$ cat src/rtl/r_pipe_hazard_ctrl_if.sv
// ID-stage hazard bus between the decode stage (master) and r_pipe_hazard_ctrl (slave).
// Valid/ready note: the ID instruction issues in a cycle where id_valid=1 and stall=0; ex_valid marks it one cycle later.
interface r_pipe_hazard_ctrl_if #(
    parameter int REG_AW = 5,
    parameter int CNT_W  = 16
);
    logic              id_valid;
    logic [REG_AW-1:0] id_rs;
    logic [REG_AW-1:0] id_rt;
    logic [REG_AW-1:0] id_rd;
    logic              id_we;
    logic              flush;
    logic              stall;
    logic              ex_valid;
    logic [1:0]        fwd_a;
    logic [1:0]        fwd_b;
    logic [CNT_W-1:0]  issue_cnt;
    logic [CNT_W-1:0]  stall_cnt;

    modport master (
        output id_valid, id_rs, id_rt, id_rd, id_we, flush,
        input  stall, ex_valid, fwd_a, fwd_b, issue_cnt, stall_cnt
    );

    modport slave (
        input  id_valid, id_rs, id_rt, id_rd, id_we, flush,
        output stall, ex_valid, fwd_a, fwd_b, issue_cnt, stall_cnt
    );
endinterface

$ cat src/rtl/r_pipe_hazard_ctrl.sv
// Hazard scheduler beside ID: scoreboard of rd in EX/MEM/WB, stall/bubble decision, forwarding selects.
// Define R_PIPE_FORWARD_EN to enable operand forwarding (stall tied low); otherwise a full interlock is used.
module r_pipe_hazard_ctrl #(
    parameter int REG_AW = 5,
    parameter int CNT_W  = 16
) (
    input logic                clk,
    input logic                rst_n,
    r_pipe_hazard_ctrl_if.slave bus
);

    logic              r_ex_v, r_mem_v, r_wb_v;
    logic [REG_AW-1:0] r_ex_rd, r_mem_rd, r_wb_rd;
    logic              r_ex_valid;
    logic [CNT_W-1:0]  r_issue_cnt, r_stall_cnt;

    logic w_a_ex, w_a_mem, w_a_wb;
    logic w_b_ex, w_b_mem, w_b_wb;
    logic w_stall, w_issue, w_issue_ok;

    // Register 0 is hardwired, so it can never be a true dependency.
    function automatic logic f_match(input logic v, input logic [REG_AW-1:0] rd,
                                     input logic [REG_AW-1:0] s);
        return v && (rd == s) && (s != '0);
    endfunction

    assign w_a_ex  = f_match(r_ex_v,  r_ex_rd,  bus.id_rs);
    assign w_a_mem = f_match(r_mem_v, r_mem_rd, bus.id_rs);
    assign w_a_wb  = f_match(r_wb_v,  r_wb_rd,  bus.id_rs);
    assign w_b_ex  = f_match(r_ex_v,  r_ex_rd,  bus.id_rt);
    assign w_b_mem = f_match(r_mem_v, r_mem_rd, bus.id_rt);
    assign w_b_wb  = f_match(r_wb_v,  r_wb_rd,  bus.id_rt);

`ifdef R_PIPE_FORWARD_EN
    logic [1:0] r_fwd_a, r_fwd_b;
    logic [1:0] w_sel_a, w_sel_b;

    function automatic logic [1:0] f_sel(input logic h_ex, input logic h_mem, input logic h_wb);
        if (h_ex)       return 2'b01;
        else if (h_mem) return 2'b10;
        else if (h_wb)  return 2'b11;
        else            return 2'b00;
    endfunction

    assign w_stall = 1'b0;
    assign w_sel_a = f_sel(w_a_ex, w_a_mem, w_a_wb);
    assign w_sel_b = f_sel(w_b_ex, w_b_mem, w_b_wb);

    always_ff @(posedge clk or negedge rst_n) begin
        if (!rst_n) begin
            r_fwd_a <= 2'b00;
            r_fwd_b <= 2'b00;
        end else begin
            r_fwd_a <= w_issue_ok ? w_sel_a : 2'b00;
            r_fwd_b <= w_issue_ok ? w_sel_b : 2'b00;
        end
    end

    assign bus.fwd_a = r_fwd_a;
    assign bus.fwd_b = r_fwd_b;
`else
    logic w_hazard;

    // No write-through register file: a match in WB still has to wait.
    assign w_hazard  = w_a_ex | w_a_mem | w_a_wb | w_b_ex | w_b_mem | w_b_wb;
    assign w_stall   = bus.id_valid & ~bus.flush & w_hazard;
    assign bus.fwd_a = 2'b00;
    assign bus.fwd_b = 2'b00;
`endif

    assign w_issue    = bus.id_valid & ~w_stall;
    assign w_issue_ok = w_issue & ~bus.flush;

    // Scoreboard shifts every cycle; the pipeline past ID never freezes.
    always_ff @(posedge clk or negedge rst_n) begin
        if (!rst_n) begin
            r_ex_v   <= 1'b0;
            r_mem_v  <= 1'b0;
            r_wb_v   <= 1'b0;
            r_ex_rd  <= '0;
            r_mem_rd <= '0;
            r_wb_rd  <= '0;
        end else begin
            r_ex_rd  <= bus.id_rd;
            r_mem_rd <= r_ex_rd;
            r_wb_rd  <= r_mem_rd;
            if (bus.flush) begin
                r_ex_v  <= 1'b0;
                r_mem_v <= 1'b0;
                r_wb_v  <= 1'b0;
            end else begin
                r_ex_v  <= w_issue & bus.id_we & (bus.id_rd != '0);
                r_mem_v <= r_ex_v;
                r_wb_v  <= r_mem_v;
            end
        end
    end

    always_ff @(posedge clk or negedge rst_n) begin
        if (!rst_n) begin
            r_ex_valid  <= 1'b0;
            r_issue_cnt <= '0;
            r_stall_cnt <= '0;
        end else begin
            r_ex_valid <= w_issue_ok;
            if (w_issue_ok && (r_issue_cnt != '1))
                r_issue_cnt <= r_issue_cnt + 1'b1;
            if (w_stall && (r_stall_cnt != '1))
                r_stall_cnt <= r_stall_cnt + 1'b1;
        end
    end

    assign bus.stall     = w_stall;
    assign bus.ex_valid  = r_ex_valid;
    assign bus.issue_cnt = r_issue_cnt;
    assign bus.stall_cnt = r_stall_cnt;

endmodule

$ cat src/flat_wrapper.sv
// flat-port wrapper written by rule: the top's interface ports become plain ports
module r_pipe_hazard_ctrl_flat 
#(
    parameter int REG_AW = 5,
    parameter int CNT_W  = 16
)
  (clk, rst_n, bus_id_valid, bus_id_rs, bus_id_rt, bus_id_rd, bus_id_we, bus_flush, bus_stall, bus_ex_valid, bus_fwd_a, bus_fwd_b, bus_issue_cnt, bus_stall_cnt);
  r_pipe_hazard_ctrl_if #(.REG_AW(REG_AW), .CNT_W(CNT_W)) bus_i ();
  input logic clk;
  input logic rst_n;
  input wire logic [$bits(bus_i.id_valid)-1:0] bus_id_valid;
  input wire logic [$bits(bus_i.id_rs)-1:0] bus_id_rs;
  input wire logic [$bits(bus_i.id_rt)-1:0] bus_id_rt;
  input wire logic [$bits(bus_i.id_rd)-1:0] bus_id_rd;
  input wire logic [$bits(bus_i.id_we)-1:0] bus_id_we;
  input wire logic [$bits(bus_i.flush)-1:0] bus_flush;
  output wire logic [$bits(bus_i.stall)-1:0] bus_stall;
  output wire logic [$bits(bus_i.ex_valid)-1:0] bus_ex_valid;
  output wire logic [$bits(bus_i.fwd_a)-1:0] bus_fwd_a;
  output wire logic [$bits(bus_i.fwd_b)-1:0] bus_fwd_b;
  output wire logic [$bits(bus_i.issue_cnt)-1:0] bus_issue_cnt;
  output wire logic [$bits(bus_i.stall_cnt)-1:0] bus_stall_cnt;
  assign bus_i.id_valid = bus_id_valid;
  assign bus_i.id_rs = bus_id_rs;
  assign bus_i.id_rt = bus_id_rt;
  assign bus_i.id_rd = bus_id_rd;
  assign bus_i.id_we = bus_id_we;
  assign bus_i.flush = bus_flush;
  assign bus_stall = bus_i.stall;
  assign bus_ex_valid = bus_i.ex_valid;
  assign bus_fwd_a = bus_i.fwd_a;
  assign bus_fwd_b = bus_i.fwd_b;
  assign bus_issue_cnt = bus_i.issue_cnt;
  assign bus_stall_cnt = bus_i.stall_cnt;
  r_pipe_hazard_ctrl #(.REG_AW(REG_AW), .CNT_W(CNT_W)) u_core (.clk(clk), .rst_n(rst_n), .bus(bus_i));
endmodule
$ cat config.mk
export PLATFORM = sky130hd
export DESIGN_NAME = r_pipe_hazard_ctrl_flat
export DESIGN_NICKNAME = d
export VERILOG_FILES = /design/src/rtl/r_pipe_hazard_ctrl_if.sv /design/src/rtl/r_pipe_hazard_ctrl.sv /design/src/flat_wrapper.sv
export SDC_FILE = /design/constraint.sdc
export NUM_CORES = 1
export LEC_CHECK = 0
export ABC_CLOCK_PERIOD_IN_PS = 5500
export BUFFER_PORTS_ARGS = -buffer_cell sky130_fd_sc_hd__buf_2
export CORE_UTILIZATION = 45
export CTS_BUF_LIST = sky130_fd_sc_hd__clkbuf_8
export CTS_CLUSTER_DIAMETER = 120
export DETAILED_ROUTE_END_ITERATION = 10
export GPL_TIMING_DRIVEN = 0
export PLACE_DENSITY = 0.77
export SLEW_MARGIN = 20
export SYNTH_ARGS = -nofsm -noshare
export SYNTH_HDL_FRONTEND = slang
export SYNTH_SLANG_ARGS = --single-unit
$ cat constraint.sdc
create_clock -name clk -period 5.5 [get_ports clk]
set_input_delay 0.825 -clock clk [delete_from_list [all_inputs] [get_ports clk]]
set_output_delay 0.825 -clock clk [all_outputs]
set_load 0.005 [all_outputs]
Word-level counts from Yosys, hierarchy flattened:

Index checks and enable logic that the tools add are counted.

* input port bits: 20
* output and inout bits: 38
* bits in registers: 51

* equality and inequality tests: 8
* add/sub/neg operators: 2
* bitwise logic cells: 13
* reductions and logical operators: 17
* mux-type cells: 3

Operators with widths (count)
* adder 16 x 1 -> 16 bit, second input constant: 2
* != test 16 bit, second input constant: 2
* equality test 5 bit: 6
* nonzero test 5 bit: 3
* logical AND 1 bit: 14
* bitwise AND 1 bit: 6
* OR 1 bit: 5
* two-way mux 1 bit: 3
* NOT 1 bit: 2

Logic depth before layout (Yosys ltp):

* word-level depth: 14
* gate-level depth with buffers: 9

Worst setup path before layout:

OpenSTA, ideal clock, no wires.

* kind: input to output
* start point: input bus_id_rt[1]
* end point: output bus_stall
* stages: 7
* slack: 2.279 ns
* data required time: 4.675 ns
* arrival: 2.396 ns
* path through: or4_4 nor2_4 nor3_1 nor4_4 and2_1 clkbuf_1 nor2_1

* longest elaborated chain between the ends: 7

Ends and longest elaborated chain
* start, declared: RTL line flat_wrapper.sv:13 `input wire logic [$bits(bus_i.id_rt)-1:0] bus_id_rt;`
* equality test 5 bit: RTL line r_pipe_hazard_ctrl.sv:24 `return v && (rd == s) && (s != '0);`
* logical AND 1 bit (2 in a row): RTL line r_pipe_hazard_ctrl.sv:24
* OR 1 bit (2 in a row): RTL line r_pipe_hazard_ctrl.sv:65 `assign w_hazard = w_a_ex | w_a_mem | w_a_wb | w_b_ex | w_b_mem | w_b_wb;`
* OR 1 bit (*): RTL line r_pipe_hazard_ctrl.sv:65
* bitwise AND 1 bit (*): RTL line r_pipe_hazard_ctrl.sv:66 `assign w_stall = bus.id_valid & ~bus.flush & w_hazard;`
* end, declared: RTL line flat_wrapper.sv:17 `output wire logic [$bits(bus_i.stall)-1:0] bus_stall;`

Every way passes the cells marked *; elsewhere a longest branch is shown, timed or not.

Worst setup path after layout:

* start point: input bus_id_rs[1]
* end point: output bus_stall

* longest elaborated chain between the ends: 9

Ends and longest elaborated chain
* start, declared: RTL line flat_wrapper.sv:12 `input wire logic [$bits(bus_i.id_rs)-1:0] bus_id_rs;`
* equality test 5 bit: RTL line r_pipe_hazard_ctrl.sv:24
* logical AND 1 bit (2 in a row): RTL line r_pipe_hazard_ctrl.sv:24
* OR 1 bit: RTL line r_pipe_hazard_ctrl.sv:65
* OR 1 bit (*) (4 in a row): RTL line r_pipe_hazard_ctrl.sv:65
* bitwise AND 1 bit (*): RTL line r_pipe_hazard_ctrl.sv:66

Marked as above.

==> results.txt <==
The switching component of the power came out at 0.000211 W. The path with the worst hold slack has its endpoint at u_core.r_wb_rd[3]$_DFF_PN0_. The endpoint identified for the worst register-to-register timing path is u_core.bus.issue_cnt[8]$_DFFE_PN0P_.

The maximum vdd drop is 0.168 mV. The core region area came out at 5200 um2. The wire length after detailed routing is 5040 um. The critical path in this run is classified as in -> out.

The area of the die is 5830 um2. The number of buffers on the longest clock path came out at 2. Once the floorplan was initialized, standard cells occupied 47.8% of the core.

Summing the areas of all compound-gate instances in the mapped netlist gives 1.41% of the synthesized area. The XOR/XNOR share of the synthesized area is 20.1%. After synthesis the cells add up to 2490 um2. The data required time of the worst path came out at 4.68 ns.

By area, the combinational part of the netlist is dominated by simple AND/OR/NAND/NOR gates. The final count of hold timing violations came to 0. The number of cells on the worst reg-to-reg path is 9. The clock-pin slew on the worst setup and hold paths came out at 0.08 ns. The net count reported at finish came out at 313. The setup-violating endpoint count in the final report came out at 0. Input and output buffers added on the ports amount to 53. The minimum clock period after layout came out at 3.74 ns.

Once the clock tree was built, the resizer swapped 0 gates to a different size. CTS built an H-tree with a depth of 2. Fill cells in the final layout number 491.

The quantity of hold-fixing buffers added after cts came out at 0. The flop-to-flop setup slack is 2.88 ns. The clock latency reported for the late side of the worst-skew pair came out at 0.30 ns. STA classifies the critical path startpoint as a primary input. The first routing iteration left 96 violations. After floorplanning, the core was divided into 26 placement rows. The relative max-transition margin is 58.1%.

The number of buffers inserted to repair setup after CTS came out at 0. The internal power came out at 0.000547 W. The critical path goes through buf_2 -> or4_1 -> nor2_1 -> nor4_1 -> nor4_4 -> and2_1 -> clkbuf_1 -> nor2_1 -> buf_2. Pin placement for this block handled 58 I/O pins. During synthesis, Yosys emitted a total of 0 warnings.

The height of the die came out at 76.3 um. The number of antenna diodes in the final layout is 0. The final RePlAce weighted congestion came out at 0.791. Synthesis produced a netlist whose cell count is 228.

The number of antenna violations at the first check in global routing came out at 0. The multi-input combinational cells in the finished layout cover a total of 1160 um2. The maximum number of pins on one net before global-route repair is 52. The setup TNS after final layout came out at 0 ns. The cell depth of the worst hold path is 0. The CTS sink count is 51. The share of power burned in the clock network is 27.5%.

The delay of the slowest cell on the worst path came out at 0.53 ns. Between clock sinks in the finished design, the worst skew comes to 0.00803 ns. The routed wirelength normalized by instance count came out at 13.9 um. The power per standard cell area is 258 nW/um2. The startpoint of the lowest-slack register-to-register path is u_core.bus.issue_cnt[0]$_DFFE_PN0P_. The total CTS buffers is 5. The worst setup timing slack at the placement stage came out at 1.77 ns. The pin slew with the least headroom to its limit is 0.629 ns. The flop and latch count out of synthesis is 51.

Global routing consumed, over all layers together, 17.9% of the routing resources. TritonCTS built the clock tree. The final HPWL from detailed placement came out at 3730 um.

The portion of the clock cycle consumed by the worst path in the final layout is 68.0%. The combinational cell fraction of total power is 14.7%. The average vias per placed instance is 5.10. The via count of the first global-routing pass came out at 1797. In the final layout, flip-flops and latches occupy 1280 um2. Compared with the post-synthesis result, the final layout area differs by 18.2%.

Of all nets on the critical path, the largest fanout is 10. The run finished with clean final reports. Setup repair after global routing left no endpoint under its margin. The number of different library cells used by synthesis comes to 36. Data on the critical path arrives at its endpoint at 2.92 ns.

The overall via count from detail_route came out at 1846. Clock tree synthesis selected as its root buffer the cell sky130_fd_sc_hd__clkbuf_8. Summed over all cells, the static leakage comes to 1.45 nW. The share of final-layout standard cells stronger than drive strength 1 came out at 25.0%. The tightest min-delay check is of the reg -> reg type. The global-route wire length before repair came out at 8310 um. On the critical path, the stage with the largest delay is an instance of sky130_fd_sc_hd__or4_1. The worst-case setup margin in the final layout is 1.76 ns. The number of design rule violations left after detail routing is 0. The simple-gate portion of the synthesized area is 21.6%.

The startpoint of the tightest hold check path is u_core.r_mem_rd[3]$_DFF_PN0_. The number of optimization iterations in the first detailed-route pass is 4. STA classifies the critical path endpoint as a primary output. The highest attainable clock frequency came out at 0.267 GHz. The die outline width is 76.3 um. The post-synthesis mux area share came out at 1.81%. The post-synthesis average cell area is 10.9 um2. The tool flagged a number of max-cap violations equal to 0. The max-slew violation count came out at 0. The fraction of power spent switching nets is 27.8%. The register area share after synthesis came out at 51.3%. The remaining global-route overflow came out at 0. The share of total power in sequential cells is 57.8%. The adder-cell area share of the yosys netlist came out at 1.01%.

Once detail routing completed, the nets flagged for antenna violations numbered 0.
[layout make-up]
type                            instances  share of cell area [%]
Buffer                                  8                    1.53
Clock buffer                            5                    2.34
Clock inverter                          3                   0.554
Inverter                                5                   0.639
Multi-Input combinational cell        167                    39.4
Sequential cell                        51                    43.4
Tap cell                               70                    2.98
Timing Repair Buffer                   53                    9.11
[power groups by stage]
stage	Sequential (W)	Clock, W	Combinational, W
finish	0.000438	0.000208	0.000112
global route	0.000442	0.000227	0.000126
CTS	0.000437	0.000216	0.000114
detailed placement	0.000444	0	0.000114
global placement	0.000443	0	0.000110
floorplan	0.000441	0	0.0000594
[placed cells by master, fill, tap and decap left out, drive strengths merged]
cell type	synthesis	layout
clkbuf	2	7
mux2	4	4
ha	2	2
or3	2	2
nor2b	3	3
clkinvlp	0	1
o41ai	1	1
and2	2	2
nor3	10	10
nor2	14	14
nor3b	1	1
a21o	1	1
nand3	14	14
xnor2	24	24
nand2	17	17
o22a	1	1
buf	6	59
nand2b	1	1
nor4b	2	2
o311a	1	1
nand3b	1	1
and3	3	3
or2	2	2
conb	1	4
and4	2	2
dfrtp	51	51
inv	5	6
nor4	11	11
clkinv	0	1
xor2	33	33
or4	3	3
nand4	8	8
[how the worst max path moves through the flow]
stage	endpoint	cells past startpoint	startpoint	slack [ns]
5_1_grt	bus_stall	9	bus_id_rs[1]	1.62
6_report	bus_stall	9	bus_id_rs[1]	1.76
2_1_floorplan	bus_stall	7	bus_id_rt[1]	2.28
4_1_cts	bus_stall	9	bus_id_rs[1]	1.76
3_5_place_dp	bus_stall	9	bus_id_rs[1]	1.77
3_3_place_gp	bus_stall	9	bus_id_rs[1]	1.80
[per-stage QoR]
step | hold slack, ns | utilization, % | total power, W | instances | instance area (um2)
after floorplan | 0.410 | - | 0.000500 | 231 | 2500
after global placement | 0.418 | 54.8 | 0.000553 | 354 | 2850
after detailed placement | 0.424 | 54.8 | 0.000557 | 354 | 2850
after CTS | 0.444 | 56.4 | 0.000767 | 362 | 2940
after global routing | 0.463 | 56.4 | 0.000795 | 362 | 2940
final | 0.442 | 56.4 | 0.000758 | 362 | 2940
[routing by layer]
layer / GRT usage, % / up-vias / routed length [um]
li1: - / 901 / -
met1: 22.7 / 904 / 2350
met2: 30.5 / 36 / 2430
met3: 4.07 / 5 / 229
met4: 5.58 / 0 / 42
met5: 0 / - / 0
[cell usage after synthesis (all sizes together)]
library cell | instances | area share (%)
dfrtp | 51 | 51
xor2 | 33 | 12
xnor2 | 24 | 8.5
nand2 | 17 | 2.7
nand3 | 14 | 2.8
nor2 | 14 | 2.4
nor4 | 11 | 3.4
nor3 | 10 | 2.0
nand4 | 8 | 2.0
buf | 6 | 1.5
inv | 5 | 0.75
mux2 | 4 | 1.8
and3 | 3 | 0.75
nor2b | 3 | 0.75
or4 | 3 | 1.1
and2 | 2 | 0.50
and4 | 2 | 0.70
clkbuf | 2 | 0.30
ha | 2 | 1.0
nor4b | 2 | 0.70
or2 | 2 | 0.50
or3 | 2 | 0.50
a21o | 1 | 0.30
conb | 1 | 0.15
nand2b | 1 | 0.25
nand3b | 1 | 0.30
nor3b | 1 | 0.30
o22a | 1 | 0.35
o311a | 1 | 0.40
o41ai | 1 | 0.35
[critical path: cells and delay by family]
family	cells	cell delay [ns]
and+or+nand+nor	6	1.44
buffers and inverters	3	0.65
[logic make-up after synthesis]
family                     after synthesis
muxes                                    4
AOI/OAI and AO/OA                        4
buffers and inverters                   13
other                                    1
DFF                                     51
xor gates and xnor gates                57
and+or+nand+nor                         96
adders and majority gates                2
[state kept, by name (all words and copies together), names as in the netlist]
| name | flops |
|---|---|
| u_core.r_wb_rd | 5 |
| u_core.r_mem_rd | 5 |
| u_core.r_ex_rd | 5 |
| u_core.bus.stall_cnt | 16 |
| u_core.r_mem_v | 1 |
| u_core.r_ex_v | 1 |
| u_core.r_wb_v | 1 |
| u_core.bus.issue_cnt | 16 |
| u_core.bus.ex_valid | 1 |
No activity file was read; power rests on OpenSTA's default activity.
